## src/rtl/dds_phase_accum.sv

```systemverilog
// Phase accumulator for the DDS: FTW/offset staged in shadow registers, applied atomically on commit.
// phase_out trails the accumulator by one cycle; cfg_ready drops for the single cycle a commit is applied.
module dds_phase_accum #(
    parameter int ACC_W   = 24,
    parameter int PHASE_W = 14
) (
    input  logic               clk,
    input  logic               rst,
    input  logic               en,
    input  logic               cfg_valid,
    output logic               cfg_ready,
    input  logic [2:0]         cfg_addr,
    input  logic [7:0]         cfg_data,
    output logic [PHASE_W-1:0] phase_out,
    output logic               phase_valid,
    output logic               wrap
);

    logic [ACC_W-1:0]   acc_q, acc_d;
    logic [ACC_W-1:0]   ftw_shadow_q, ftw_shadow_d;
    logic [ACC_W-1:0]   ftw_active_q, ftw_active_d;
    logic [PHASE_W-1:0] off_shadow_q, off_shadow_d;
    logic [PHASE_W-1:0] off_active_q, off_active_d;
    logic [PHASE_W-1:0] phase_out_q, phase_out_d;
    logic               commit_pend_q, commit_pend_d;
    logic               clear_pend_q, clear_pend_d;
    logic               en_q, en_d;
    logic               phase_valid_q, phase_valid_d;
    logic               wrap_q, wrap_d;
    logic               cfg_fire;
    logic [ACC_W:0]     sum;

    assign cfg_ready = !commit_pend_q;
    assign cfg_fire  = cfg_valid && cfg_ready;
    assign sum       = {1'b0, acc_q} + {1'b0, ftw_active_q};

    always_comb begin
        ftw_shadow_d  = ftw_shadow_q;
        ftw_active_d  = ftw_active_q;
        off_shadow_d  = off_shadow_q;
        off_active_d  = off_active_q;
        acc_d         = acc_q;
        wrap_d        = 1'b0;
        phase_out_d   = phase_out_q;
        phase_valid_d = en_q;
        en_d          = en;
        commit_pend_d = cfg_fire && (cfg_addr == 3'd5) && cfg_data[0];
        clear_pend_d  = cfg_fire && (cfg_addr == 3'd5) && cfg_data[1];

        // Bytes 0..2 map to FTW bits 23:0; anything wider stays zero.
        for (int i = 0; i < ACC_W; i++) begin
            if (i < 24 && cfg_fire && cfg_addr == {1'b0, i[4:3]})
                ftw_shadow_d[i] = cfg_data[i[2:0]];
        end
        for (int i = 0; i < PHASE_W; i++) begin
            if (cfg_fire && cfg_addr == ((i < 8) ? 3'd3 : 3'd4))
                off_shadow_d[i] = cfg_data[i[2:0]];
        end

        if (commit_pend_q) begin
            ftw_active_d = ftw_shadow_q;
            off_active_d = off_shadow_q;
        end

        if (clear_pend_q) begin
            acc_d = '0;
        end else if (en) begin
            acc_d  = sum[ACC_W-1:0];
            wrap_d = sum[ACC_W];
        end

        if (en_q)
            phase_out_d = acc_q[ACC_W-1 -: PHASE_W] + off_active_q;
    end

    always_ff @(posedge clk) begin
        if (rst) begin
            acc_q         <= '0;
            ftw_shadow_q  <= '0;
            ftw_active_q  <= '0;
            off_shadow_q  <= '0;
            off_active_q  <= '0;
            phase_out_q   <= '0;
            commit_pend_q <= 1'b0;
            clear_pend_q  <= 1'b0;
            en_q          <= 1'b0;
            phase_valid_q <= 1'b0;
            wrap_q        <= 1'b0;
        end else begin
            acc_q         <= acc_d;
            ftw_shadow_q  <= ftw_shadow_d;
            ftw_active_q  <= ftw_active_d;
            off_shadow_q  <= off_shadow_d;
            off_active_q  <= off_active_d;
            phase_out_q   <= phase_out_d;
            commit_pend_q <= commit_pend_d;
            clear_pend_q  <= clear_pend_d;
            en_q          <= en_d;
            phase_valid_q <= phase_valid_d;
            wrap_q        <= wrap_d;
        end
    end

    assign phase_out   = phase_out_q;
    assign phase_valid = phase_valid_q;
    assign wrap        = wrap_q;

endmodule

```

## config.mk

```make
export PLATFORM = sky130hd
export DESIGN_NAME = dds_phase_accum
export DESIGN_NICKNAME = d
export VERILOG_FILES = /design/src/rtl/dds_phase_accum.sv
export SDC_FILE = /design/constraint.sdc
export NUM_CORES = 1
export LEC_CHECK = 0
export ABC_AREA = 1
export CAP_MARGIN = 20
export CORE_MARGIN = 3
export CORE_UTILIZATION = 60
export CTS_CLUSTER_DIAMETER = 150
export CTS_CLUSTER_SIZE = 16
export DETAILED_ROUTE_END_ITERATION = 7
export PLACE_DENSITY = 0.81
export REMOVE_ABC_BUFFERS = 1
export SYNTH_ARGS = -nofsm -noshare
export SYNTH_HDL_FRONTEND = slang
export SYNTH_SLANG_ARGS = --single-unit
```

## constraint.sdc

```tcl
create_clock -name clk -period 2.45 [get_ports clk]
set_input_delay 0.735 -clock clk [delete_from_list [all_inputs] [get_ports clk]]
set_output_delay 0.735 -clock clk [all_outputs]
set_load 0.05 [all_outputs]
```

==> tab_implementation.tex, run 1 <==
\begin{tabular}{lr}
\hline
Metric & Value \\
\hline
\multicolumn{2}{l}{\textbf{Power and ir drop}} \\
\quad Proportion of power drawn by flip-flops and latches & 0.393 \\
\quad PnR Total Power & approximately 0.0052 W \\
\quad Switch share & 0.2386 \\
\quad Leakage power & 4.026 nW \\
\quad Peak ir drop on the vdd network & 0.0008033 V \\
\quad Reported net switching power & 0.001250 W \\
\quad Power density cells & 683.3 nW/um\^{}2 \\
\quad Internal power of the cells & roughly 0.0040 W \\
\quad Part of the total power dissipated in combinational logic & 0.090 \\
\quad Power share of the clock group & 0.517 \\
\multicolumn{2}{l}{\textbf{Finish}} \\
\quad Filler cells & roughly 880 \\
\quad Number of nets in the finished design & around 1.1k \\
\quad Layout cells sized above 1 & 0.05755 \\
\quad Number of antenna diodes & 0 \\
\quad Area used by multi-input combinational logic & between 3000 and 4000 sq um \\
\quad Core Util, Final & 0.7326 \\
\quad Non-Filler Instances & 1,196 \\
\quad Area Growth Syn to Fin & 16.89\% \\
\quad Design area & 7665 sq um \\
\quad Total area of sequential cells & 2382 sq um \\
\multicolumn{2}{l}{\textbf{Clocking}} \\
\quad Clock tree from TritonCTS & yes \\
\quad Clock-pin transition on the worst setup and hold timing paths & about 60 ps \\
\quad Worst-skew pair later-pin latency & about 520 ps \\
\quad Clock buffers created by TritonCTS & 17 \\
\quad Clock tree root buffer cell & clkbuf\_8 \\
\quad Post-CTS Setup Inserts & 0 \\
\quad Number of H-tree levels & 4 \\
\quad Maximum buffer depth of the clock tree & 2 \\
\quad Number of clock sinks & about 120 \\
\quad Hold bufs inserted after CTS & 0 \\
\quad Post-cts gate resize count & 0 \\
\multicolumn{2}{l}{\textbf{Setup path}} \\
\quad Launching element type of the critical path & register \\
\quad Highest fanout seen on the critical path & 2 \\
\quad Crit path largest cell delay & $\sim$800 ps \\
\quad Start-to-end type of the worst setup path & reg -> out \\
\quad Arrival @ worst endpoint & around 1700 ps \\
\quad Cells along the critical path & clkdlybuf4s50\_1 \\
\quad Slowest CP cell & clkdlybuf4s50\_1 \\
\quad Data required time at the worst endpoint & about 1700 ps \\
\quad Count of buffer and inverter cells on the critical path & 1 \\
\quad Critical Path End Type & primary output \\
\quad Dominant delay contributor by cell family on the critical path & buffers and inverters \\
\multicolumn{2}{l}{\textbf{Route}} \\
\quad WL final & 16.96 mm \\
\quad WL/cell & about 14 microns \\
\quad TritonRoute pass-1 iters & 7 \\
\quad Post-DR vias/cell & 5.352 \\
\quad \# DRC & 0 \\
\quad First DRT Iteration DRCs & 426 \\
\quad Post-detailed-route count of antenna-violating nets & 0 \\
\quad Via count & 6,401 \\
\multicolumn{2}{l}{\textbf{Yosys}} \\
\quad Post-synthesis sequential area ratio & 0.3633 \\
\quad Netlist cell types & 33 \\
\quad Cell area after technology mapping & 6558 sq um \\
\quad Area share of the largest cell type after synthesis & 0.3633 \\
\quad Most repeated cell in the gate-level netlist after synthesis & nor2\_1 \\
\quad Prevailing post-synth register cell & dfxtp\_1 \\
\quad Number of instances in the synthesized netlist & 1,015 \\
\quad Most area-consuming cells after synthesis & dfxtp\_1 (36\%), nor2\_1 (14\%), nand2\_1 (12\%), o21ai\_0 (7.9\%), inv\_1 (7.4\%) \\
\quad Post-synthesis async set-or-reset flop share & 0 \\
\quad Synth Register Bits & 119 \\
\quad Largest area contributor in the synthesized netlist & dfxtp\_1 \\
\quad Number of flops mapped to enable cells by yosys & 0 \\
\quad Count of warnings emitted by yosys & 0 \\
\quad Most common library cells after synthesis & nor2\_1 (246), nand2\_1 (202), inv\_1 (129), dfxtp\_1 (119), o21ai\_0 (103) \\
\quad Syn\_area\_per\_cell & $\sim$6.5 sq um \\
\multicolumn{2}{l}{\textbf{Global routing}} \\
\quad Initial antenna violation count & 0 \\
\quad Pin count of the biggest net entering global routing & 83 \\
\quad Number of global-route vias before repair & 5,867 \\
\quad Global Route Usage Sum & 0.2796 \\
\quad Global-route congestion overflow total & 0 \\
\quad Global-route wire length before repair & 27.98 mm \\
\multicolumn{2}{l}{\textbf{Placement}} \\
\quad RePlAce Congestion & 0.9774 \\
\quad Placement Cell Area & 7023 sq um \\
\quad Port Buffer Count & 31 \\
\quad Half-perimeter wire length of the detailed placement result & between 10 and 15 mm \\
\quad Dpl cells & about 1.2k \\
\multicolumn{2}{l}{\textbf{Timing}} \\
\quad Tcrit/Tclk final & 0.9786 \\
\quad Setup repair after global routing missed its margin & no \\
\quad Worst Skew & 7.034 ps \\
\quad Final Max Tran Viols & 0 \\
\quad Minimum period implied by the final worst setup slack & 2398 ps \\
\quad Final setup violation count & 0 \\
\quad Hold Vio Cnt, Final & 0 \\
\quad Setup tns final & 0 ps \\
\quad Worst slew margin & 0.5662 \\
\quad Worst Tran Pin Value & 650.7 ps \\
\quad Timing-limited maximum frequency & 417.1 MHz \\
\multicolumn{2}{l}{\textbf{Floorplan}} \\
\quad Number of placement rows & 37 \\
\quad Area of the die & about 12,000 sq um \\
\quad Initial core utilization & 0.6268 \\
\quad Width of the chip & approximately 110 microns \\
\quad Height of the die & 110.5 microns \\
\quad Boundary pin count & 32 \\
\quad Core region area & 10,460 sq um \\
\multicolumn{2}{l}{\textbf{Flow run}} \\
\quad Number of max-cap violations & 0 \\
\multicolumn{2}{l}{\textbf{Worst hold path}} \\
\quad Hold WC Path Type & reg -> reg \\
\multicolumn{2}{l}{\textbf{Status}} \\
\quad Run status & finished clean \\
\hline
\end{tabular}
## kinds of logic after synthesis
kind of cell,count (synthesis),synth area share
buffers and inverters,163,0.09425
DFF,119,0.3633
and+or+nand+nor,524,0.3236
AOI/OAI and AO/OA,155,0.1221
adders and majority gates,39,0.07670
xor gates and xnor gates,15,0.02003
## routing by layer
metal,track usage,wire [microns],up-vias
met2,0.4595,7796,205
met5,0,0,-
li1,-,-,3255
met3,0.05315,1150,15
met4,0.07471,234,0
met1,0.3773,7776,2926
## state kept, by name, indices dropped and copies added, names as in the netlist
| register | flops |
|---|---|
| wrap | 1 |
| ftw_active_q | 24 |
| ftw_shadow_q | 24 |
| off_active_q | 14 |
| commit_pend_q | 1 |
| clear_pend_q | 1 |
| phase_out | 14 |
| acc_q | 24 |
| en_q | 1 |
| off_shadow_q | 14 |
| phase_valid | 1 |
## final timing paths
path                                                    from                           end  cells after the start  slack (ps)
worst min-delay path            off_shadow_q[2]$_SDFFE_PP0P_  off_active_q[2]$_SDFFE_PP0P_                      2         480
worst min register to register  off_shadow_q[2]$_SDFFE_PP0P_  off_active_q[2]$_SDFFE_PP0P_                      2         480
worst max register to register         acc_q[0]$_SDFFE_PP0P_        acc_q[12]$_SDFFE_PP0P_                     12         420
worst max-delay path               phase_out[1]$_SDFFE_PP0P_                  phase_out[1]                      1          50
## layout make-up
| type | count | area share |
|---|---|---|
| tap | 136 | 0.02220 |
| sequential | 119 | 0.3108 |
| inverter | 134 | 0.06562 |
| multi-input combinational | 733 | 0.4641 |
| clock inverter | 10 | 0.02514 |
| timing repair buffer | 43 | 0.05354 |
| clock buffer | 21 | 0.05860 |
## cell usage in the layout (no fill, tap or decap), drive strengths merged, types with 4 or more instances in the layout
| master | n |
|---|---|
| nand2 | 206 |
| ha | 37 |
| clkbuf | 21 |
| bufinv | 5 |
| clkinv | 4 |
| buf | 13 |
| dfxtp | 119 |
| inv | 134 |
| nand4 | 9 |
| a21oi | 39 |
| xor2 | 13 |
| nand3 | 41 |
| clkdlybuf4s50 | 30 |
| o21ai | 109 |
| nor3 | 9 |
| nor2 | 252 |
## stage by stage
| step | hold WS (ps) | setup WS (ps) |
|---|---|---|
| after floorplan | 445.2 | 185.4 |
| after global placement | 454.6 | 281.8 |
| after detailed placement | 465.2 | 266.0 |
| after CTS | 476.6 | 38.64 |
| after global routing | 496.1 | 7.654 |
| final | 475.3 | 52.49 |
## power by group through the flow
stage	Clock [W]	Combinational, W	Sequential, W
floorplan	0	0.000254	0.00213
global placement	0	0.000452	0.00210
detailed placement	0	0.000459	0.00210
CTS	0.00272	0.000468	0.00206
global route	0.00281	0.000525	0.00207
finish	0.00271	0.000470	0.00206
No activity file was read; power rests on OpenSTA's default activity.
==> inputs of run 2 (changes only) <==
Settings changed: CORE_UTILIZATION 60 to 55, PLACE_DENSITY 0.81 to 0.76.
==> tab_implementation.tex, run 2 (synthesized netlist as in run 1, its figures left out) <==
\begin{tabular}{lr}
\hline
Metric & Value \\
\hline
\multicolumn{2}{l}{\textbf{Route}} \\
\quad First DRT Iteration DRCs & 481 \\
\quad TritonRoute pass-1 iters & 5 \\
\quad WL final & 16.33 mm \\
\quad \# DRC & 0 \\
\quad Post-detailed-route count of antenna-violating nets & 0 \\
\quad WL/cell & 13.58 microns \\
\quad Post-DR vias/cell & $\sim$5.2 \\
\quad Via count & 6,264 \\
\multicolumn{2}{l}{\textbf{Clocking}} \\
\quad Clock buffers created by TritonCTS & 17 \\
\quad Clock tree root buffer cell & clkbuf\_16 \\
\quad Number of clock sinks & 119 \\
\quad Post-cts gate resize count & 0 \\
\quad Number of H-tree levels & 4 \\
\quad Post-CTS Setup Inserts & 0 \\
\quad Maximum buffer depth of the clock tree & 2 \\
\quad Clock tree from TritonCTS & yes \\
\quad Hold bufs inserted after CTS & 0 \\
\quad Clock-pin transition on the worst setup and hold timing paths & 60 ps \\
\quad Worst-skew pair later-pin latency & 420 ps \\
\multicolumn{2}{l}{\textbf{Status}} \\
\quad Run status & finished clean \\
\multicolumn{2}{l}{\textbf{Setup path}} \\
\quad Highest fanout seen on the critical path & 2 \\
\quad Critical Path End Type & primary output \\
\quad Crit path largest cell delay & 810 ps \\
\quad R2r startpoint & acc\_q[11]\$\_SDFFE\_PP0P\_ \\
\quad Arrival @ worst endpoint & 1570 ps \\
\quad Setup crit start & phase\_out[4]\$\_SDFFE\_PP0P\_ \\
\quad Launching element type of the critical path & register \\
\quad Start-to-end type of the worst setup path & reg -> out \\
\quad Data required time at the worst endpoint & 1710 ps \\
\quad Slowest CP cell & clkdlybuf4s50\_1 \\
\quad Dominant delay contributor by cell family on the critical path & buffers and inverters \\
\quad Count of buffer and inverter cells on the critical path & 1 \\
\quad Cells along the critical path & clkdlybuf4s50\_1 \\
\multicolumn{2}{l}{\textbf{Finish}} \\
\quad Filler cells & 1,058 \\
\quad Number of antenna diodes & 0 \\
\quad Number of nets in the finished design & 1,100 \\
\quad Commonest non-fill, non-tap cell in the layout & nor2\_1 \\
\quad Layout cells sized above 1 & 0.05760 \\
\quad Largest registers & acc\_q (24), ftw\_active\_q (24), ftw\_shadow\_q (24) \\
\quad Area Growth Syn to Fin & 15.91\% \\
\quad Most frequent cells in the layout & nor2\_1 (246), nand2\_1 (202), inv\_1 (129) \\
\quad Design area & roughly 7600 sq um \\
\multicolumn{2}{l}{\textbf{Global routing}} \\
\quad Pin count of the biggest net entering global routing & 83 \\
\quad Initial antenna violation count & 0 \\
\quad Number of global-route vias before repair & 5,583 \\
\quad Global-route congestion overflow total & 0 \\
\quad Global Route Usage Sum & 0.2589 \\
\quad Global-route wire length before repair & 27.10 mm \\
\multicolumn{2}{l}{\textbf{Timing}} \\
\quad Timing-limited maximum frequency & 434.4 MHz \\
\quad Worst Tran Pin Value & between 600 and 700 ps \\
\quad Setup repair after global routing missed its margin & no \\
\quad Worst slew margin & 0.5467 \\
\quad Minimum period implied by the final worst setup slack & 2302 ps \\
\quad Final setup violation count & 0 \\
\quad Worst Skew & 8.552 ps \\
\quad Tcrit/Tclk final & 0.9397 \\
\quad Final Max Tran Viols & 0 \\
\quad Setup tns final & 0 ps \\
\quad Hold Vio Cnt, Final & 0 \\
\multicolumn{2}{l}{\textbf{Worst hold path}} \\
\quad Hold wc startpoint & phase\_out[9]\$\_SDFFE\_PP0P\_ \\
\quad Hold WC Path Type & reg -> reg \\
\multicolumn{2}{l}{\textbf{Power and ir drop}} \\
\quad Peak ir drop on the vdd network & between 0.0005 and 0.0006 V \\
\quad Power density cells & 648.8 nW/um\^{}2 \\
\quad Leakage power & 3.986 nW \\
\multicolumn{2}{l}{\textbf{Placement}} \\
\quad Half-perimeter wire length of the detailed placement result & roughly 12 mm \\
\quad Port Buffer Count & 31 \\
\quad Placement Cell Area & 7029 sq um \\
\quad RePlAce Congestion & 0.9208 \\
\multicolumn{2}{l}{\textbf{Floorplan}} \\
\quad Core region area & 11,520 sq um \\
\quad Area of the die & 13,270 sq um \\
\quad Number of placement rows & 39 \\
\quad Boundary pin count & 32 \\
\quad Height of the die & 115.2 microns \\
\quad Width of the chip & 115.2 microns \\
\quad Initial core utilization & 0.5694 \\
\multicolumn{2}{l}{\textbf{Flow run}} \\
\quad Number of max-cap violations & 0 \\
\hline
\end{tabular}
run 2: area by class of cell:
type / instances / area, sq um / share of cell area
clock inverters: 12 / 115.1 / 0.01514
clock buffers: 20 / 456.7 / 0.06008
inverters: 134 / 503.0 / 0.06617
multi-input cells: 733 / 3557 / 0.4680
well taps: 143 / 178.9 / 0.02354
flip-flops and latches: 119 / 2382 / 0.3134
repair buffers: 41 / 407.9 / 0.05366
run 2: per-stage QoR:
step	power, W	std cells	utilization	setup slack (ps)	hold slack [ps]
2_1_floorplan	0.002389	986	-	185.4	445.2
3_3_place_gp	0.002552	1170	0.6104	232.6	456.1
3_5_place_dp	0.002559	1170	0.6104	220.0	463.3
4_1_cts	0.004951	1202	0.6600	144.6	475.6
5_1_grt	0.005103	1202	0.6600	104.9	512.9
6_report	0.004932	1202	0.6600	147.8	475.5
run 2: routing by layer:
metal,vias up,global-route usage,share of wire
met1,2795,0.3682,0.48
met3,29,0.04895,0.058
li1,3266,-,-
met2,174,0.3943,0.44
met4,0,0.08842,0.020
met5,-,0,0
run 2: power breakdown:
| part | switching (W) | total (W) | leakage [nW] | internal (W) |
|---|---|---|---|---|
| combinational | 0.000300 | 0.000467 | 2.74 | 0.000168 |
| sequential | 0.0000521 | 0.00206 | 0.969 | 0.00201 |
| clock | 0.000946 | 0.00241 | 0.274 | 0.00146 |
| total | 0.00130 | 0.00493 | 3.99 | 0.00363 |
run 2: worst paths after layout:
check,cells after the start,to,slack [ps]
max,1,phase_out[4],150
min,2,phase_out[9]$_SDFFE_PP0P_,480
max reg2reg,11,acc_q[13]$_SDFFE_PP0P_,480
min reg2reg,2,phase_out[9]$_SDFFE_PP0P_,480
run 2: worst min-delay path, delay by kind of cell, from the launching register on:
family / cells / cell delay (ps)
AND/OR/NAND/NOR: 2 / 120
flip-flops: 1 / 310
